[src/rtl/pipe_stage_reg.sv]
// Pipeline stage register: carries one payload + control bundle per beat between two pipeline stages.
// Latency: 1 cycle from an accepted beat into an empty stage to out_*; holds up to 2 beats when SKID=1.
// Backpressure: valid/ready on both sides. Stall freezes the stage, flush discards all held beats.
//
// Ports:
//   clk, reset          rising-edge clock, asynchronous active-low reset
//   in_valid/in_ready   upstream handshake; in_data/in_ctrl carry the beat
//   out_valid/out_ready downstream handshake; out_data/out_ctrl show the head beat
//   stall, flush        hazard hold and discard-to-bubble from the hazard/exception units
//   occupancy           number of held beats (0..2)
//   stall_cnt/flush_cnt saturating statistics counters
module pipe_stage_reg #(
   parameter int                 DATA_W      = 160,
   parameter int                 CTRL_W      = 32,
   parameter logic [CTRL_W-1:0]  CTRL_BUBBLE = '0,
   parameter int                 SKID        = 1,
   parameter int                 CNT_W       = 16
) (
   input  logic              clk,
   input  logic              reset,
   input  logic              in_valid,
   output logic              in_ready,
   input  logic [DATA_W-1:0] in_data,
   input  logic [CTRL_W-1:0] in_ctrl,
   input  logic              stall,
   input  logic              flush,
   output logic              out_valid,
   input  logic              out_ready,
   output logic [DATA_W-1:0] out_data,
   output logic [CTRL_W-1:0] out_ctrl,
   output logic [1:0]        occupancy,
   output logic [CNT_W-1:0]  stall_cnt,
   output logic [CNT_W-1:0]  flush_cnt
);

   // Head (main) entry drives the outputs; skid entry catches the beat that
   // arrives while the head is blocked downstream.
   logic              main_vld_q, main_vld_d;
   logic [DATA_W-1:0] main_dat_q, main_dat_d;
   logic [CTRL_W-1:0] main_ctl_q, main_ctl_d;
   logic              skid_vld_q, skid_vld_d;
   logic [DATA_W-1:0] skid_dat_q, skid_dat_d;
   logic [CTRL_W-1:0] skid_ctl_q, skid_ctl_d;

   // Low during reset and for the edge that releases it, so in_ready only
   // rises on the first clock edge after reset deasserts.
   logic              rdy_en_q;

   logic [CNT_W-1:0]  stall_cnt_q, stall_cnt_d;
   logic [CNT_W-1:0]  flush_cnt_q, flush_cnt_d;

   logic              emit;
   logic              accept;
   logic              stall_inc;
   logic              flush_inc;

   localparam logic [CNT_W-1:0] CNT_MAX = '1;

   assign emit = main_vld_q & out_ready & ~stall;

   // With a skid entry the ready path depends only on registered state plus
   // stall; without one it must look through to out_ready.
   generate
      if (SKID != 0) begin : g_rdy_skid
         assign in_ready = rdy_en_q & ~skid_vld_q & ~stall;
      end else begin : g_rdy_noskid
         assign in_ready = rdy_en_q & (~main_vld_q | (out_ready & ~stall)) & ~stall;
      end
   endgenerate

   assign accept = in_valid & in_ready;

   always_comb begin
      main_vld_d = main_vld_q;
      main_dat_d = main_dat_q;
      main_ctl_d = main_ctl_q;
      skid_vld_d = skid_vld_q;
      skid_dat_d = skid_dat_q;
      skid_ctl_d = skid_ctl_q;

      if (flush) begin
         // Data registers keep their contents; only valid and control are
         // scrubbed so the bubble is a guaranteed no-op downstream.
         main_vld_d = 1'b0;
         main_ctl_d = CTRL_BUBBLE;
         skid_vld_d = 1'b0;
      end else if (!stall) begin
         if (!main_vld_q || emit) begin
            if (skid_vld_q) begin
               // Older beat in skid advances first to keep FIFO order.
               main_vld_d = 1'b1;
               main_dat_d = skid_dat_q;
               main_ctl_d = skid_ctl_q;
               skid_vld_d = accept;
               if (accept) begin
                  skid_dat_d = in_data;
                  skid_ctl_d = in_ctrl;
               end
            end else if (accept) begin
               main_vld_d = 1'b1;
               main_dat_d = in_data;
               main_ctl_d = in_ctrl;
            end else begin
               main_vld_d = 1'b0;
               main_ctl_d = CTRL_BUBBLE;
            end
         end else if (accept) begin
            // Head blocked: in_ready guarantees the skid entry is free here.
            skid_vld_d = 1'b1;
            skid_dat_d = in_data;
            skid_ctl_d = in_ctrl;
         end
      end

      // Single-entry build: the skid flops are held constant and drop out.
      if (SKID == 0) begin
         skid_vld_d = 1'b0;
         skid_dat_d = '0;
         skid_ctl_d = CTRL_BUBBLE;
      end
   end

   // Stall together with flush counts as a flush only.
   assign stall_inc = stall & ~flush & main_vld_q;
   assign flush_inc = flush & (main_vld_q | skid_vld_q);

   always_comb begin
      stall_cnt_d = stall_cnt_q;
      flush_cnt_d = flush_cnt_q;
      if (stall_inc && (stall_cnt_q != CNT_MAX)) begin
         stall_cnt_d = stall_cnt_q + 1'b1;
      end
      if (flush_inc && (flush_cnt_q != CNT_MAX)) begin
         flush_cnt_d = flush_cnt_q + 1'b1;
      end
   end

   always_ff @(posedge clk or negedge reset) begin
      if (!reset) begin
         main_vld_q  <= 1'b0;
         main_dat_q  <= '0;
         main_ctl_q  <= CTRL_BUBBLE;
         skid_vld_q  <= 1'b0;
         skid_dat_q  <= '0;
         skid_ctl_q  <= CTRL_BUBBLE;
         rdy_en_q    <= 1'b0;
         stall_cnt_q <= '0;
         flush_cnt_q <= '0;
      end else begin
         main_vld_q  <= main_vld_d;
         main_dat_q  <= main_dat_d;
         main_ctl_q  <= main_ctl_d;
         skid_vld_q  <= skid_vld_d;
         skid_dat_q  <= skid_dat_d;
         skid_ctl_q  <= skid_ctl_d;
         rdy_en_q    <= 1'b1;
         stall_cnt_q <= stall_cnt_d;
         flush_cnt_q <= flush_cnt_d;
      end
   end

   assign out_valid = main_vld_q;
   assign out_data  = main_dat_q;
   // Masked so a bubble never exposes stale control downstream.
   assign out_ctrl  = main_vld_q ? main_ctl_q : CTRL_BUBBLE;
   assign occupancy = {1'b0, main_vld_q} + {1'b0, skid_vld_q};
   assign stall_cnt = stall_cnt_q;
   assign flush_cnt = flush_cnt_q;

endmodule

[config.mk]
export PLATFORM = sky130hd
export DESIGN_NAME = pipe_stage_reg
export DESIGN_NICKNAME = d
export VERILOG_FILES = /design/src/rtl/pipe_stage_reg.sv
export SDC_FILE = /design/constraint.sdc
export NUM_CORES = 1
export LEC_CHECK = 0
export CAP_MARGIN = 5
export CORE_AREA = 2 2 191 193
export CTS_CLUSTER_DIAMETER = 200
export CTS_CLUSTER_SIZE = 28
export DETAILED_ROUTE_END_ITERATION = 12
export DIE_AREA = 0 0 193 195
export MAX_ROUTING_LAYER = met4
export PLACE_DENSITY = 0.85
export SYNTH_ARGS = -nofsm -noshare
export SYNTH_HDL_FRONTEND = slang
export SYNTH_SLANG_ARGS = --single-unit
[constraint.sdc]
create_clock -name clk -period 3.6 [get_ports clk]
set_input_delay 1.08 -clock clk [delete_from_list [all_inputs] [get_ports clk]]
set_output_delay 1.08 -clock clk [all_outputs]
set_load 0.01 [all_outputs]
After elaboration in Yosys (flattened, before gate mapping) --
Index checks and enable logic that the tools add are counted.
Storage, ports and cells: flip-flop bits (word level) 419, input port bits 198, output and inout port bits 228, logic and storage cells 63
Operators by class: add/sub/neg operators 3, equal/unequal tests 4, mux-type cells 24, bitwise logic cells 12, reductions and logical operators 11
Operators with widths (count):
- $mux 160 | 5
- $mux 32 | 9
- $add 16x1->16 const B | 2
- $ne 16x16->1 const B | 2
- $mux 1 | 10
- $and 1x1->1 | 8
- $reduce_and 2->1 | 2
- $reduce_and 4->1 | 1
- $reduce_bool 2->1 | 2
- $not 1->1 | 3
- $reduce_and 3->1 | 1
- $reduce_bool 3->1 | 1
- $add 1x1->2 | 1
- $logic_and 1x1->1 | 2
- $ne 2x1->1 const B | 1
- $ne 2x2->1 const B | 1
- $logic_not 1->1 | 1
- $logic_or 1x1->1 | 1
- $or 1x1->1 | 1

Depth between registers and ports, before layout --
Gate-level depths: netlist of run 1.
depth in word-level cells 9, mapped depth 9

Least setup slack after synthesis of run 1 --
No wires, ideal clock.
path type input to register, start point input stall, end point register skid_dat_q[100], data arrival time 2414 ps, data required time 3475 ps, path slack 1061 ps, stages 5, path buffers 2, path through nand4bb_2 -> nor3_1 -> clkbuf_1 -> buf_2 -> mux2_2
Between the ends: word-level cells in the longest chain between the ends 6
Ends and longest elaborated chain:
- from (decl) | line 25 | input logic stall,
- $not 1->1 (no source line) (*)
- $and 1x1->1 | line 65 | assign in_ready = rdy_en_q & ~skid_vld_q & ~stall;
- $and 1x1->1 | line 71 | assign accept = in_valid & in_ready;
- $mux 160 (2 in a row)
- $mux 160 | line 88 | if (!main_vld_q || emit) begin
- to (signal assigned) | line 154 | skid_dat_q <= skid_dat_d;
- to (decl) | line 42 | logic [DATA_W-1:0] skid_dat_q, skid_dat_d;
Mark *: on every way between the ends. The rest lies on a longest branch, timed or not. The select of a mux whose other input is x is not followed. A chain may end at the register's enable or synchronous reset.

Final worst setup path of run 1 --
start point input stall, end point output in_ready
Between the ends: word-level cells in the longest chain between the ends 2
Ends and longest elaborated chain:
- $not 1->1 (no source line)
- $and 1x1->1 | line 65
- to (decl) | line 22 | output logic in_ready,
No other way between the ends.

==> run metrics, run 1 <==
status completed; CTS clk-pin slew, worst paths 0.10 ns; crit end category primary output; cts hold-fix bufs 0; vias in the first global route 12.8k; Max-slew headroom 35.3%; HPWL after DPL 31400 µm; post_cts resized 0; crit path max fanout 2; dpl cell area approximately 23000 µm²; GRT Residual Overflow 0; final critical-path required period 3.55 ns; worst reg2reg path startpoint skid_vld_q; Die X 193 µm; setup ws final 0.0494 ns; IO buf count 425; Post-synth EDFFs 0; area of the die 37600 µm²; Die Ht 195 µm; num rows about 70; top cell type's share of synthesized area 59.4%; final core occ 65.2%; Leak 9.76 nW; Worst Hold End main_ctl_q[21]; Worst Tran Pin Value 0.970 ns; fin crit share between 90% and 100%; Hold Path Origin main_ctl_q[21]; Async SR Flop Fraction 100%; Clock Path Buffers 3; Sequential Area 10500 µm²; final cell count without fillers 2262; sw frac 27.7%; final layout net count 1996; Final Instance Area 23100 µm²; dominant cells by area after synthesis dfrtp_1 59%, mux2_2 13%, mux2i_1 9.1%; Final Hold Fails 0; CP required 2.52 ns; f_max roughly 0.28 GHz; TritonRoute pass-1 iters 5; FF-to-FF End skid_dat_q[1]; Setup TNS Final 0 ns; P_int about 8.2 mW; final setup fails 0; Unique masters post-synth 37; Multi-input gate area 6720 µm²; RSZ-0062 raised after global routing false; clk_lat worst skew 0.53 ns; initial antenna violation count 6; Core Region about 35000 µm²; #FFs+latches synth 419; Worst Hold Class reg2reg; Clk pwr share 21.0%; Worst Skew about 0.021 ns; Hold Path Cell Cnt 1; Tot GR Track Use 23.8%; H-tree levels 1; area leader, netlist dfrtp_1; Power, Total between 10 and 15 mW; share of post-route cells with drive strength above 1 between 10% and 20%; initial DRC count 599; first-pass GRT wire length 69200 µm; power per cell area 490 nW/µm²; Fillers 2636; Area growth, synth to finish 30.7%; Reg power frac 53.3%; wire length per cell 19.5 µm; worst-case reg-to-reg path depth 6; Max-Cap Viols 0; CTS Root Cell clkbuf_16; GPL Wtd Cong 0.836; combinational power share about a quarter; CP Class in2out; placed cell count 2235; Avg Cell Area, Syn 12.6 µm²; Post-Syn Instances roughly 1.4k; CP Launch Type input pin; sequential area share after synthesis 59.4%; NetSw about 3.1 mW; CTS tree done; Starting Density 49.8%; largest net degree at the start of global routing approximately 120; CTS Sinks roughly 420; dpl ws 0.106 ns; antenna viol nets, final 0; WP data arrival 2.47 ns; Max rail drop VDD 0.372 mV; routed via count 12.5k; post-synthesis cell area about 18000 µm²; post-DR vias/cell 5.51; WHS 0.491 ns; Slew Limit Fails 0; reg-to-reg slack, setup between 1 and 1.5 ns; Ports approximately 430; Most used DFF post-synth dfrtp_1; final WL between 40000 and 50000 µm; total CTS buffers 18; DRC viols 0; Yosys warning total 0; setup bufs post-CTS 0; Post-Syn Nets 1605
[power by group through the flow]
stage / Clock [mW] / Combinational [mW] / Sequential (mW)
floorplan: 0 / 0.889 / 6.28
global placement: 0 / 2.82 / 6.05
detailed placement: 0 / 2.92 / 6.11
CTS: 2.46 / 2.93 / 6.02
global route: 2.61 / 3.13 / 6.12
finish: 2.37 / 2.90 / 6.02
[flip-flops by register name, summed over array words and instances, names as in the netlist]
signal,flops
out_data,160
skid_dat_q,160
main_ctl_q,32
skid_ctl_q,32
flush_cnt,16
stall_cnt,16
out_valid,1
rdy_en_q,1
skid_vld_q,1
[synth_stat cells (9+ instances only)]
master and instances:
mux2_2 196, o2bb2ai_1 32, nand4_1 12, buf_2 48, xor2_1 18, xnor2_1 9, clkbuf_1 39, dfrtp_1 419
nand2_1 11, a21oi_1 161, and2_1 33, nor2_1 169, a22oi_1 32, nand3_1 10, mux2i_1 160
[critical path: stages]
cell and delay [ns]:
clkdlybuf4s50_1 0.43, nor3b_1 0.34, clkdlybuf4s50_1 0.61
[cell type report]
cell class	count	area share [%]
multi-input cells	885	29.1
flip-flops and latches	419	45.5
diodes	6	0.0651
well taps	461	2.50
repair buffers	466	20.7
inverters	4	0.0651
clock buffers	21	2.09
[per-layer routing]
metal	share of wire, %	GRT usage (%)
met2	49	38.3
met3	7.0	5.54
met1	39	28.7
met4	4.5	10.1
met5	0	-
[cell usage in the layout (no fill, tap or decap), types with 16 or more instances in the layout]
cell type        synthesis  routed
nor2_1                 169     168
o2bb2ai_1               32      32
mux2_2                 196     196
and2_1                  33      33
mux2i_1                160     160
clkdlybuf4s50_1          0     424
buf_4                    4      25
buf_12                   0      16
clkbuf_16                0      19
a22oi_1                 32      32
dfrtp_1                419     418
xor2_1                  18      18
a21oi_1                161     161
[logic make-up (layout without fill, tap and decap cells)]
kind of cell    Yosys count  count (layout)  share of synthesized area, %
buf+inv                  99             491                          2.53
simple gates            267             267                          6.94
flops                   419             419                          59.4
fa+ha+maj                 4               4                         0.284
compound gates          230             230                          7.87
other cells               1               7                        0.0213
xor+xnor                 27              27                          1.34
mux                     356             356                          21.6
[how the worst max path moves through the flow]
stage | slack [ns] | to | from | cells after the start
3_5_place_dp | 0.11 | in_ready | stall | 3
2_1_floorplan | 1.06 | skid_dat_q[100] | stall | 5
4_1_cts | 0.09 | in_ready | stall | 3
5_1_grt | 0.03 | in_ready | stall | 3
6_report | 0.05 | in_ready | stall | 3
3_3_place_gp | 0.17 | in_ready | stall | 3
Power figures use the tool's default switching activity.
==> run 2: changes to the inputs <==
--- a/config.mk
+++ b/config.mk
@@ -5,7 +5,7 @@
 export SDC_FILE = /design/constraint.sdc
 export NUM_CORES = 1
 export LEC_CHECK = 0
-export CAP_MARGIN = 5
+export CAP_MARGIN = 20
 export CORE_AREA = 2 2 191 193
 export CTS_CLUSTER_DIAMETER = 200
 export CTS_CLUSTER_SIZE = 28
==> results of run 2 <==
The final DEF is identical to that of run 1; final timing and power are the same.
==> run 3: changes to the inputs <==
--- a/config.mk
+++ b/config.mk
@@ -6,13 +6,14 @@
 export NUM_CORES = 1
 export LEC_CHECK = 0
 export CAP_MARGIN = 20
-export CORE_AREA = 2 2 191 193
+export CORE_AREA = 2 2 228 230
 export CTS_CLUSTER_DIAMETER = 200
 export CTS_CLUSTER_SIZE = 28
 export DETAILED_ROUTE_END_ITERATION = 12
-export DIE_AREA = 0 0 193 195
+export DIE_AREA = 0 0 230 232
 export MAX_ROUTING_LAYER = met4
-export PLACE_DENSITY = 0.85
+export PLACE_DENSITY = 0.64
+export SETUP_SLACK_MARGIN = 0.4
 export SYNTH_ARGS = -nofsm -noshare
 export SYNTH_HDL_FRONTEND = slang
 export SYNTH_SLANG_ARGS = --single-unit
==> run metrics, run 3 (same netlist as run 1, synthesis figures left out) <==
Max-Cap Viols 0 (unchanged); Area growth, synth to finish 33.1%; cts hold-fix bufs 0 (unchanged); share of post-route cells with drive strength above 1 15.4% (+0.63 points); final setup fails 0 (unchanged); DRC viols 0 (unchanged); TritonRoute pass-1 iters 4 (-1); f_max 0.321 GHz (+14%); WHS 0.490 ns (-0.00118 ns); Tot GR Track Use 17.0% (-6.8 points); CTS clk-pin slew, worst paths 0.10 ns (about the same); dpl cell area 22900 µm² (+1.7%); crit path cell chain clkdlybuf4s50_1 > nor3b_2 > dlygate4sd2_1; Final Instance Area 23500 µm² (+1.8%); reg-to-reg slack, setup 0.80 ns (-0.32 ns); HPWL after DPL 31600 µm (+0.69%); status completed; crit path max fanout 2 (unchanged); Worst Hold End main_ctl_q[16]; Die Ht 232 µm (+19%); CP required 2.52 ns (about the same); worst reg2reg path startpoint skid_vld_q; clk_lat worst skew 0.54 ns (about the same); largest net degree at the start of global routing 94 (-18%); final WL 45200 µm (+2.2%); H-tree levels 1 (unchanged); final critical-path required period 3.11 ns (-0.439 ns); IO buf count 425 (unchanged); initial antenna violation count 8 (+2); Ports 426 (unchanged); RSZ-0062 raised after global routing false; Leak 9.83 nW (+0.75%); antenna viol nets, final 0 (unchanged); num rows 83 (+20%); commonest non-fill, non-tap cell in the layout clkdlybuf4s50_1; vias in the first global route 12.5k (-2.2%); Slew Limit Fails 0 (unchanged); routed via count 12.3k (-1.4%); final core occ 46.1% (-19 points); Core Region 50900 µm² (+44%); most frequent cells in the layout 423 x clkdlybuf4s50_1, 417 x dfrtp_1, 196 x mux2_2; Setup TNS Final 0 ns (unchanged); CP Class in2out; CP Launch Type input pin; WP data arrival 2.03 ns (-0.44 ns); GRT Residual Overflow 0 (unchanged); power per cell area 481 nW/µm² (-1.8%); crit end category primary output; Die X 230 µm (+19%); Hold Path Cell Cnt 1 (unchanged); Final Hold Fails 0 (unchanged); CTS tree done; post-DR vias/cell 4.93 (-11%); Worst Skew 0.0140 ns (-0.00706 ns); first-pass GRT wire length 71000 µm (+2.6%); critical path launch point stall; GPL Wtd Cong 0.788 (-5.8%); fin crit share 86.4% (-12 points); CTS Sinks 419 (unchanged); Max rail drop VDD 0.337 mV (-9.4%); max incr delay on CP 0.45 ns (-0.16 ns); final layout net count 2007 (+0.55%); FF-to-FF End out_data[61]; area of the die 53400 µm² (+42%); Clock Path Buffers 3 (unchanged); slowest cell on the critical path clkdlybuf4s50_1; Max-slew headroom 32.7% (-2.6 points); worst-case reg-to-reg path depth 6 (unchanged); CTS Root Cell clkbuf_16; Hold Path Origin main_ctl_q[16]; Worst Hold Class reg2reg; initial DRC count 561 (-6.3%); Starting Density 34.7% (-15 points); total CTS buffers 18 (unchanged); wire length per cell 18.1 µm (-7.3%); Worst Tran Pin Value 1.01 ns (+0.0394 ns)
## run 3: layout make-up
cell class / instances / area [µm²]
diodes: 8 / 20.0
clock buffers: 21 / 483
fillers: 4698 / 27400
inverters: 4 / 15.0
multi-input cells: 885 / 6720
flip-flops and latches: 419 / 10500
well taps: 680 / 851
repair buffers: 477 / 4900
## run 3: worst max-delay path by stage
stage / end / cells after the start
after detailed placement: in_ready / 3
final: in_ready / 3
after floorplan: skid_dat_q[100] / 5
after global routing: out_ctrl[0] / 3
after global placement: in_ready / 3
after CTS: occupancy[0] / 3
## run 3: metrics by stage
step	setup slack, ns	power (mW)	std cells
3_3_place_gp	0.139	8.93	2462
6_report	0.488	11.3	2494
5_1_grt	0.417	11.9	2494
2_1_floorplan	1.06	7.17	1403
3_5_place_dp	0.153	9.01	2462
4_1_cts	0.424	11.5	2486
## run 3: what timing repair did
action                     in CTS  in global routing
cloned                          0                  0
resized for setup               2                  2
hold endpoints to repair        0                  0
buffers inserted                3                  0
setup endpoints to repair      23                 12
pin swaps                       0                  0
## run 3: where the power goes
part,switching [mW],internal (mW)
Combinational,1.20,1.68
Sequential,0.484,5.53
Clock,1.44,0.962
## run 3: layer usage
metal	track usage, %	vias to the layer above	wire length (µm)
met3	5.37	49	3430
met2	26.8	295	21600
met1	21.2	6201	19100
met5	-	-	0
li1	-	5745	-
met4	4.38	0	1080
## run 3: worst max-delay path, delay by kind of cell
family / cells / cell delay [ns]
buf+inv: 2 / 0.74
simple gates: 1 / 0.21
